--- src/rtl/toggle_chk_pkg.sv ---
// Shared types for the toggle sample checker: FSM states, event kinds and the
// event record carried by the one-entry event register.
package toggle_chk_pkg;

    // Widest timestamp an event record can carry; TS_W of the checker must not exceed it.
    localparam int TS_W_MAX = 32;

    typedef enum logic [1:0] {
        IDLE  = 2'd0,
        CHECK = 2'd1,
        DONE  = 2'd2,
        FAIL  = 2'd3
    } state_e;

    typedef enum logic [1:0] {
        EV_MISMATCH = 2'd0,
        EV_STUCK    = 2'd1,
        EV_DONE     = 2'd2
    } ev_kind_e;

    typedef struct packed {
        ev_kind_e              kind;
        logic [TS_W_MAX-1:0]   stamp;
    } ev_t;

endpackage

--- src/rtl/tsc_event_reg.sv ---
// One-entry valid/ready holding register for checker events. A new event is
// taken when the slot is empty or is being drained in the same cycle;
// otherwise it is dropped and the sticky overflow flag is set.
module tsc_event_reg
    import toggle_chk_pkg::*;
(
    input  logic clk,
    input  logic rst,
    input  logic push,
    input  ev_t  push_ev,
    input  logic clr_ovf,
    input  logic ready,
    output logic valid,
    output ev_t  ev,
    output logic ovf
);

    logic valid_reg;
    logic ovf_reg;
    ev_t  ev_reg;

    // Slot load/drain and drop detection; the payload only changes on a load.
    always_ff @(posedge clk or posedge rst) begin
        if (rst) begin
            valid_reg <= 1'b0;
            ovf_reg   <= 1'b0;
            ev_reg    <= '0;
        end else begin
            if (push) begin
                if (!valid_reg || ready) begin
                    valid_reg <= 1'b1;
                    ev_reg    <= push_ev;
                end else begin
                    ovf_reg   <= 1'b1;
                end
            end else if (valid_reg && ready) begin
                valid_reg <= 1'b0;
            end
            if (clr_ovf) begin
                ovf_reg <= 1'b0;
            end
        end
    end

    assign valid = valid_reg;
    assign ev    = ev_reg;
    assign ovf   = ovf_reg;

endmodule

--- config.mk ---
export PLATFORM = sky130hd
export DESIGN_NAME = tsc_event_reg
export DESIGN_NICKNAME = d
export VERILOG_FILES = /design/src/rtl/toggle_chk_pkg.sv /design/src/rtl/tsc_event_reg.sv
export SDC_FILE = /design/constraint.sdc
export NUM_CORES = 1
export LEC_CHECK = 0
export ABC_AREA = 1
export BUFFER_PORTS_ARGS = -buffer_cell sky130_fd_sc_hd__buf_2
export CAP_MARGIN = 20
export CELL_PAD_IN_SITES_DETAIL_PLACEMENT = 1
export CELL_PAD_IN_SITES_GLOBAL_PLACEMENT = 1
export CORE_UTILIZATION = 29
export CTS_CLUSTER_SIZE = 30
export DETAILED_ROUTE_END_ITERATION = 16
export MAX_ROUTING_LAYER = met4
export PLACE_DENSITY = 0.82
export RECOVER_POWER = 50
export SLEW_MARGIN = 20
export SYNTH_ARGS = -nofsm -noshare
export SYNTH_HDL_FRONTEND = slang
export SYNTH_SLANG_ARGS = --single-unit
export TNS_END_PERCENT = 10
--- constraint.sdc ---
create_clock -name clk -period 0.92 [get_ports clk]
set_input_delay 0.138 -clock clk [delete_from_list [all_inputs] [get_ports clk]]
set_output_delay 0.138 -clock clk [all_outputs]
set_load 0.02 [all_outputs]
== Yosys cells after proc, flatten, opt, wreduce, memory -nomap -nowiden ==
Index checks and enable logic that the tools add are counted.
Word-level totals
  output and inout port bits: 36
  register bits: 36
  word-level logic and storage cells: 20
  input port bits: 39
Operators by class
  eq/ne operators: 2
  muxes and demuxes: 6
  reduce and logical (&&, ||, !) cells: 8
Operator list (number)
  $mux 1: 6
  $reduce_and 2->1: 3
  $reduce_bool 2->1: 2
  $ne 2x1->1 const B: 1
  $ne 2x2->1 const B: 1
  $logic_and 1x1->1: 1
  $logic_not 1->1: 1
  $logic_or 1x1->1: 1

== Depth between registers and ports, before layout ==
  word-level depth: 5
  gate-level depth with buffers: 6
  depth with buffers taken out: 5

== Worst setup path before layout ==
No wires, ideal clock.
  kind: register to register
  start: register valid_reg, in the netlist valid
  end: register ev_reg, in the netlist ev[10]
  setup time: 0.117 ns
  cell stages (with the launch flop): 6
  setup slack: -0.128 ns
  data required time: 0.803 ns
  path buffers: 1
  data arrival time: 0.931 ns
  path through: dfrtp_1 > nand2_4 > nand2_8 > buf_6 > nand2_1 > nand2_1
Between the ends
  word-level cells in the longest chain between the ends: 3
RTL lines
  start, declared: RTL line tsc_event_reg.sv:18  | logic valid_reg;
  start signal, assigned: RTL line tsc_event_reg.sv:25  | valid_reg <= 1'b0;
  start signal, assigned: RTL line tsc_event_reg.sv:31  | valid_reg <= 1'b1;
  start signal, assigned: RTL line tsc_event_reg.sv:37  | valid_reg <= 1'b0;
  $logic_not 1->1: RTL line tsc_event_reg.sv:30  | if (!valid_reg || ready) begin
  $logic_or 1x1->1: RTL line tsc_event_reg.sv:30
  $reduce_and 2->1 (no line)
  end signal, assigned: RTL line tsc_event_reg.sv:32  | ev_reg <= push_ev;
  end, declared: RTL line tsc_event_reg.sv:20  | ev_t ev_reg;
Every way passes these cells.
A chain may end at the register's enable or synchronous reset.

== Final worst setup path ==
  start: register valid_reg, in the netlist valid
  end: output valid
RTL lines
  end, declared: RTL line tsc_event_reg.sv:13  | output logic valid,
No word-level cell between the ends.

==> metrics.txt <==
fmax 923 MHz; I/O Pins 75; fin crit period 1.08 ns; final setup fails 71; width of the die 73.1 µm; Post-Syn Area 1470 µm²; pwr dens 1840 nW/µm²; CTS buffer count 5; reg2reg setup slack -0.16 ns; Worst setup endpoint valid; #FFs+latches synth 36; Routed WL 4790 µm; Syn. warnings 0; clock root buffer master clkbuf_8; Final Cycle Share 118%; Final Max Tran Viols 0; status finished, violations left; Hold WS 0.0750 ns; layout cells sized above 1 47.2%; CTS Buffer Depth 2; area of the multi-input gates 667 µm²; Crit Path Class flip-flop to output port; Rel. slew slack 60.7%; largest net degree at the start of global routing 37; Mean Syn Cell Area 9.41 µm²; leakage 0.00126 µW; Worst Max-Slew Pin Slew 0.589 ns; nets 284; Area after DPL 1930 µm²; clk sinks 36; Syn Inst Count 156; unrepaired setup endpoints after global routing yes; Initial Utilization 30.7%; diodes inserted 0; vias in the first global route 1484; global-route wire length before repair 7190 µm; Core ar. 4790 µm²; Post-Route Utilization 49.3%; remaining routing DRC violations 0; RR Endpoint ev[20]; Die H 73.1 µm; Finished Cell Area 2360 µm²; DRT iter0 DRCs 11; most common cell after layout, fill and taps aside buf_2; final hold vios 0; Filler Cells Inserted 576; FF-to-FF Start valid; violated checks negative setup slack; post-route ant nets 0; routability cong. 0.650; sequential cell area 902 µm²; CTS H-tree depth 2; num rows 25; die area 5350 µm²; Post-DP HPWL 2800 µm; clk_skew 0.00437 ns; drt first pass iters 2; via/cell ratio 4.59; Hold/Removal Path Class input port to flip-flop; CTS tree done; Seq/Total Area, Yosys 61.4%; Critical Path Sink Type output port; Worst Setup Start Kind flip-flop; PnR worst setup slack -0.164 ns; Max Fanout on Critical Path 2; most frequent cells in the layout buf_2, nand2_1, dfrtp_1, nand3_1, buf_6; clock slew seen by the registers of the worst setup and hold paths 0.07 ns; clk_lat worst skew 0.29 ns; number of I/O port buffers 74; Worst Setup SP valid; max reg flops 34; Peak supply drop 0.789 mV; CP arrival 0.95 ns; Area growth syn-to-layout 60.8%; worst r2r path cells 5; Overflow after GRT 0; max-cap viol count 0; GRT Util Overall 18.7%; Distinct cells, synth 12; CP Data Required Time 0.78 ns; syn_nets 195; Vias 1436; antenna violations before repair 0; WL/cell 15.3 µm
[cells in the mapped netlist]
library cell	n	area share, %
a21oi_1	1	0.34
buf_2	2	0.68
buf_4	2	1.0
buf_6	4	3.1
clkbuf_4	2	1.0
dfrtp_1	36	61
inv_1	2	0.51
inv_2	1	0.26
nand2_1	69	18
nand2_4	1	0.77
nand2_8	1	1.4
nand3_1	35	12
[stage by stage]
| step | std cells | power [µW] | worst slack [ns] | setup TNS [ns] |
|---|---|---|---|---|
| after floorplan | 156 | 2540 | -0.0776 | -2.28 |
| after global placement | 294 | 2920 | -0.0206 | -0.476 |
| after detailed placement | 294 | 2960 | -0.0826 | -1.78 |
| final | 313 | 4340 | -0.164 | -6.32 |
| after CTS | 308 | 4230 | -0.169 | -7.60 |
| after global routing | 313 | 4580 | -0.205 | -9.47 |
[layer usage]
layer | up-vias | wire length, µm | global-route usage (%)
li1 | 684 | - | -
met1 | 699 | 2000 | 21.6
met2 | 48 | 2520 | 32.0
met3 | 5 | 225 | 4.83
met4 | 0 | 52 | 5.45
met5 | - | 0 | -
[layout make-up]
| cell class | count | share of cell area [%] |
|---|---|---|
| flip-flops and latches | 36 | 38.2 |
| multi-input cells | 112 | 28.3 |
| repair buffers | 87 | 25.5 |
| clock buffers | 8 | 3.82 |
| well taps | 67 | 3.55 |
| inverters | 3 | 0.636 |
[logic make-up after synthesis]
| kind of cell | after synthesis | synth area share [%] |
|---|---|---|
| AND/OR/NAND/NOR | 106 | 31.7 |
| flip-flops | 36 | 61.4 |
| buffers and inverters | 13 | 6.56 |
| AO/OA/AOI/OAI | 1 | 0.341 |
[report_power, final]
part / internal, µW / switching (µW) / leakage (µW) / total, µW
clock: 610 / 532 / 0.0000455 / 1140
combinational: 506 / 767 / 0.000777 / 1270
sequential: 1800 / 129 / 0.000441 / 1930
total: 2910 / 1430 / 0.00126 / 4340
[worst max-delay path: stages, from the launching register on]
cell	delay, ns
dfrtp_2	0.42
buf_6	0.12
buf_6	0.12
[how the worst min path moves through the flow]
stage / slack [ns] / endpoint / cells after the start / start
after floorplan: 0.09 / ev[0] / 1 / rst
after global placement: 0.19 / ev[19] / 3 / rst
after detailed placement: 0.20 / ev[14] / 3 / rst
after CTS: 0.07 / ev[6] / 3 / push_ev[6]
after global routing: 0.07 / ev[23] / 3 / push_ev[23]
final: 0.07 / ev[6] / 3 / push_ev[6]
[timing repair]
item	CTS	global route
endpoints found under the setup margin	71	71
hold buffers	2	0
pin swaps	1	19
buffers inserted	1	0
gates resized for setup	13	28
hold endpoints to repair	37	0
gates cloned	3	5
Power figures use the tool's default switching activity.
